$ cat src/rtl/shape_pkg.sv
//==============================================================================
// Module   : shape_pkg
// Brief    : Field positions, keep codes, FSM states and read-back match rule.
// Revision : 1.0
//==============================================================================
`default_nettype none

package shape_pkg;

    localparam int SHAPE_MSB = 17;
    localparam int SHAPE_LSB = 16;
    localparam int OP_MSB    = 5;
    localparam int OP_LSB    = 0;

    localparam logic [1:0] KEEP_SHAPE = 2'b11;
    localparam logic [5:0] KEEP_OP    = 6'h3F;

    typedef enum logic [1:0] {
        IDLE  = 2'd0,
        WRITE = 2'd1,
        READ  = 2'd2,
        RESP  = 2'd3
    } issuer_state_e;

    // A field requested as all-ones means "keep current", so it is not compared.
    function automatic logic cmd_matches(input logic [31:0] req, input logic [31:0] rb);
        logic shape_ok;
        logic op_ok;
        shape_ok = (req[SHAPE_MSB:SHAPE_LSB] == KEEP_SHAPE) ||
                   (req[SHAPE_MSB:SHAPE_LSB] == rb[SHAPE_MSB:SHAPE_LSB]);
        op_ok    = (req[OP_MSB:OP_LSB] == KEEP_OP) ||
                   (req[OP_MSB:OP_LSB] == rb[OP_MSB:OP_LSB]);
        return shape_ok && op_ok;
    endfunction

endpackage

`default_nettype wire

$ cat src/rtl/shape_cmd_fifo.sv
//==============================================================================
// Module   : shape_cmd_fifo
// Brief    : DEPTH x WIDTH command FIFO, wrap-bit pointers, async active-low reset.
// Revision : 1.0
//==============================================================================
`default_nettype none

module shape_cmd_fifo #(
    parameter int DEPTH = 4,
    parameter int WIDTH = 32
) (
    input  logic             clk,
    input  logic             rst_n,
    input  logic             push_i,
    input  logic [WIDTH-1:0] push_data_i,
    input  logic             pop_i,
    output logic [WIDTH-1:0] pop_data_o,
    output logic             full_o,
    output logic             empty_o
);

    localparam int AW = $clog2(DEPTH);

    logic [AW:0]      wr_ptr_q;
    logic [AW:0]      rd_ptr_q;
    logic [WIDTH-1:0] mem_q [DEPTH];
    logic             w_push;
    logic             w_pop;

    assign empty_o    = (wr_ptr_q == rd_ptr_q);
    // Same slot index but different wrap bit: writer is a full lap ahead.
    assign full_o     = (wr_ptr_q[AW] != rd_ptr_q[AW]) &&
                        (wr_ptr_q[AW-1:0] == rd_ptr_q[AW-1:0]);
    assign pop_data_o = mem_q[rd_ptr_q[AW-1:0]];
    assign w_push     = push_i && !full_o;
    assign w_pop      = pop_i && !empty_o;

    always_ff @(posedge clk or negedge rst_n) begin
        if (!rst_n) begin
            wr_ptr_q <= '0;
            rd_ptr_q <= '0;
        end else begin
            if (w_push) wr_ptr_q <= wr_ptr_q + (AW+1)'(1);
            if (w_pop)  rd_ptr_q <= rd_ptr_q + (AW+1)'(1);
        end
    end

    always_ff @(posedge clk) begin
        if (w_push) mem_q[wr_ptr_q[AW-1:0]] <= push_data_i;
    end

endmodule

`default_nettype wire

$ cat src/rtl/shape_cmd_issuer.sv
//==============================================================================
// Module   : shape_cmd_issuer
// Brief    : Replays buffered commands to the SFR as write + read-back and reports match.
// Revision : 1.0
//==============================================================================
`default_nettype none

module shape_cmd_issuer
    import shape_pkg::*;
#(
    parameter int DEPTH = 4,
    parameter int CNT_W = 8
) (
    input  logic             clk,
    input  logic             rst_n,
    input  logic             cmd_valid,
    input  logic [31:0]      cmd_data,
    output logic             cmd_ready,
    output logic             write,
    output logic [31:0]      write_data,
    output logic             read,
    input  logic [31:0]      read_data,
    output logic             resp_valid,
    output logic             resp_accepted,
    output logic [CNT_W-1:0] reject_count,
    output logic             busy
);

    localparam logic [CNT_W-1:0] REJ_MAX = {CNT_W{1'b1}};

    issuer_state_e    state_q, state_d;
    logic [31:0]      hold_q, hold_d;
    logic             acc_q, acc_d;
    logic [CNT_W-1:0] rej_q, rej_d;

    logic             w_push;
    logic             w_pop;
    logic             w_full;
    logic             w_empty;
    logic [31:0]      w_head;

    assign w_push       = cmd_valid && !w_full;
    assign cmd_ready    = !w_full;
    assign reject_count = rej_q;
    assign busy         = !w_empty || (state_q != IDLE);

    shape_cmd_fifo #(
        .DEPTH (DEPTH),
        .WIDTH (32)
    ) u_fifo (
        .clk         (clk),
        .rst_n       (rst_n),
        .push_i      (w_push),
        .push_data_i (cmd_data),
        .pop_i       (w_pop),
        .pop_data_o  (w_head),
        .full_o      (w_full),
        .empty_o     (w_empty)
    );

    always_comb begin
        state_d       = state_q;
        hold_d        = hold_q;
        acc_d         = acc_q;
        rej_d         = rej_q;
        w_pop         = 1'b0;
        write         = 1'b0;
        read          = 1'b0;
        write_data    = '0;
        resp_valid    = 1'b0;
        resp_accepted = 1'b0;
        case (state_q)
            IDLE: begin
                if (!w_empty) begin
                    w_pop   = 1'b1;
                    hold_d  = w_head;
                    state_d = WRITE;
                end
            end
            WRITE: begin
                write      = 1'b1;
                write_data = hold_q;
                state_d    = READ;
            end
            READ: begin
                read       = 1'b1;
                write_data = hold_q;
                acc_d      = cmd_matches(hold_q, read_data);
                state_d    = RESP;
            end
            RESP: begin
                resp_valid    = 1'b1;
                resp_accepted = acc_q;
                if (!acc_q && (rej_q != REJ_MAX)) rej_d = rej_q + CNT_W'(1);
                // Pop straight into the next write to sustain one command per three cycles.
                if (!w_empty) begin
                    w_pop   = 1'b1;
                    hold_d  = w_head;
                    state_d = WRITE;
                end else begin
                    state_d = IDLE;
                end
            end
            default: state_d = IDLE;
        endcase
    end

    always_ff @(posedge clk or negedge rst_n) begin
        if (!rst_n) begin
            state_q <= IDLE;
            hold_q  <= '0;
            acc_q   <= 1'b0;
            rej_q   <= '0;
        end else begin
            state_q <= state_d;
            hold_q  <= hold_d;
            acc_q   <= acc_d;
            rej_q   <= rej_d;
        end
    end

endmodule

`default_nettype wire

$ cat config.mk
export PLATFORM = sky130hd
export DESIGN_NAME = shape_cmd_issuer
export DESIGN_NICKNAME = d
export VERILOG_FILES = /design/src/rtl/shape_pkg.sv /design/src/rtl/shape_cmd_fifo.sv /design/src/rtl/shape_cmd_issuer.sv
export SDC_FILE = /design/constraint.sdc
export NUM_CORES = 1
export LEC_CHECK = 0
export CORE_MARGIN = 1.5
export CORE_UTILIZATION = 50
export CTS_CLUSTER_DIAMETER = 80
export CTS_CLUSTER_SIZE = 20
export DETAILED_ROUTE_END_ITERATION = 10
export GPL_TIMING_DRIVEN = 1
export PLACE_DENSITY = 0.82
export SLEW_MARGIN = 0
export SYNTH_ARGS = -nofsm -noshare
export SYNTH_HDL_FRONTEND = slang
export SYNTH_SLANG_ARGS = --single-unit
$ cat constraint.sdc
create_clock -name clk -period 2.69 [get_ports clk]
set_clock_uncertainty 0.1 [all_clocks]
set_input_delay 0.807 -clock clk [delete_from_list [all_inputs] [get_ports clk]]
set_output_delay 0.807 -clock clk [all_outputs]
set_load 0.01 [all_outputs]
==> results.toml <==
[logic_synthesis]
synth-seq-cells = 177
synth_common_cells = "edfxtp_1, dfrtp_1, and2_1"
synth.largest_area_cell = "edfxtp_1"
avgSynthCellArea_um2 = 19.1
synth_cells = 373
ys.flop_type = "edfxtp_1"
synthTopCellsByArea = "edfxtp_1, dfrtp_1, mux4_2"
seq_area_frac_synth_pct = 71.1
yosysTopAreaCellShare_pct = 53.9
ys_async_sr_fraction_pct = 27.7
synth-edff-count = 128
syn-cell-area_um2 = 7130
syn_nets = 451
synthDistinctLibCells = 35
synth.most_common_cell = "edfxtp_1"
synth_warnings = 0

[placed_design]
gp_congestion = 0.760
portBuffers = 88
dp_slack_ns = 0.0988
hpwl_um = 8540

[timing]
hold_viol = 0
setup_tns_ns = 0
rsz0062_at_grt = "no"
slew_violations = 0
post-route-period-util_pct = 97.1
finalSetupViolCount = 0
relSlewSlack_pct = 52.0
worst_pin_slew_ns = 0.720
hold-worst-slack_ns = 0.272
layout_min_cycle_time_ns = 2.61
fmax_ghz = 0.383
finalWorstSetupSlack_ns = 0.0791

[cts]
cts.sinks = 177
cts_buffers = 17
clk_latency_ns = 0.43
clock-root-buffer = "clkbuf_16"
htree_levels = 4
clk_pin_slew_ns = 0.07
hold_buffers = 0
clk_path_buf_depth = 2
cts_tree = "done"

[drt]
viasPerCell = 5.45
vias = 3746
wl_per_cell_um = 19.9
post-route-drc-count = 0
detail-route-antenna-nets = 0
wl_um = 13700
dr.pass1.iters = 4
drt_iter0_drc = 201

[global_route]
grt_pass1_wl_um = 21400
antenna_found_initial = 0
grt.overflow.total = 0
track_usage_pct = 20.0
grt_max_degree = 35
grt_pass1_vias = 3982

[flow_run]
max_cap_violations = 0

[finish]
final_nets = 572
post-route-util_pct = 64.1
drive_above_1_share_pct = 31.2
antenna_cells = 0
syn2layout_area_growth_pct = 24.8
fillers = 995

[setup_path]
criticalPathCategory = "reg -> out"
required_ns = 1.78
rr_startpoint = "u_fifo.rd_ptr_q[0]$_DFFE_PN0P_"
cp_data_arrival_time_ns = 1.70
critPathLaunchType = "flop"
end_kind = "output pin"
ff2ff_path_depth = 3
crit_start = "u_fifo.wr_ptr_q[0]$_DFFE_PN0P_"
regToRegEndpoint = "hold_q[9]$_DFFE_PN0P_"
critPathCapture = "cmd_ready"
timing.reg2reg.setup_slack_ns = 0.62
cp_max_fo = 6

[die]
initial_core_util_pct = 51.4
placementRows = 43
coreArea_um2 = 13900
die_h_um = 122
die_x_um = 122
io_pins = 113
die_area_um2 = 15000

[power]
peakVddDrop_v = 0.000801
power_leakage_nw = 3.37
powerDensity_nw_per_um2 = 1290

[hold_path]
worst_hold_path_type = "in -> async"

[run_status]
status = "completed"
-- sequential cells by signal, indices dropped and copies added, names as in the netlist --
signal           cells
acc_q                1
hold_q              32
reject_count         8
state_q              2
u_fifo.mem_q       128
u_fifo.rd_ptr_q      3
u_fifo.wr_ptr_q      3
-- worst min-delay path by stage --
stage	from	to	cells after the start
3_3_place_gp	u_fifo.wr_ptr_q[2]$_DFFE_PN0P_	u_fifo.wr_ptr_q[2]$_DFFE_PN0P_	1
5_1_grt	rst_n	hold_q[15]$_DFFE_PN0P_	1
3_5_place_dp	u_fifo.rd_ptr_q[2]$_DFFE_PN0P_	u_fifo.rd_ptr_q[2]$_DFFE_PN0P_	1
2_1_floorplan	u_fifo.wr_ptr_q[2]$_DFFE_PN0P_	u_fifo.wr_ptr_q[2]$_DFFE_PN0P_	1
4_1_cts	rst_n	hold_q[15]$_DFFE_PN0P_	1
6_report	rst_n	hold_q[15]$_DFFE_PN0P_	1
-- routing by layer --
metal / vias up / part of all wire (%) / global-route usage [%]
met1: 1944 / 42 / 25.2
met5: - / 0 / 0
met4: 0 / 1.7 / 6.76
li1: 1678 / - / -
met3: 20 / 3.7 / 4.83
met2: 104 / 52 / 34.3
-- layout make-up --
cell class              count  area (um2)  share of cell area, %
well taps                 180         225                   2.53
flip-flops and latches    177        5070                   57.0
clock inverters            13         146                   1.64
repair buffers            116        1020                   11.4
clock buffers              19         453                   5.09
inverters                   9        33.8                  0.379
multi-input cells         173        1960                   22.0
-- through the flow --
stage / total power, mW / area [um2] / std cells
floorplan: 7.39 / 7130 / 373
global placement: 9.04 / 8310 / 647
detailed placement: 9.24 / 8310 / 647
CTS: 11.7 / 8970 / 685
global route: 12.2 / 8900 / 687
finish: 11.5 / 8900 / 687
-- cell families (layout without fill, tap and decap cells) --
group	after synthesis	in the layout	synth area share (%)
buffers and inverters	23	157	1.77
xor gates and xnor gates	16	16	2.18
AOI/OAI and AO/OA	12	12	1.21
adders and majority gates	11	11	1.93
muxes	70	70	16.6
DFF	177	177	71.1
and+or+nand+nor	64	64	5.24
-- layout by cell type, fill, tap and decap left out, types with 4 or more instances in the layout --
cell             instances
a21oi_1                  4
and2_1                  33
and3_2                   4
buf_2                    4
buf_4                   23
buf_6                    4
clkbuf_16               17
clkbuf_2                13
clkdlybuf4s50_1         50
dfrtp_1                 47
dlygate4sd2_1           18
edfxtp_1               128
ha_1                     9
inv_1                    7
inv_6                    5
mux2_2                  26
mux2_4                  10
mux4_2                  32
nand2_1                  8
nand4_1                  5
nor2_1                   4
xnor2_1                  7
xor2_1                   7
-- repair_timing --
action,4_1_cts,5_1_grt
pin swaps,3,1
cloned,1,0
buffers inserted,5,2
endpoints found under the setup margin,35,19
resized for setup,65,18
endpoints found under the hold margin,0,0
-- power by group --
group	leakage [nW]	internal (mW)	total (mW)	switching (mW)
sequential	1.75	3.83	4.23	0.401
combinational	1.32	2.58	4.82	2.24
clock	0.293	1.44	2.48	1.04
-- worst max-delay path, cell delays in order, from the launching register on --
cell and delay [ns]:
dfrtp_1 0.47, xnor2_2 0.24, nand3b_1 0.21, dlygate4sd2_1 0.36
Power figures use the tool's default switching activity.
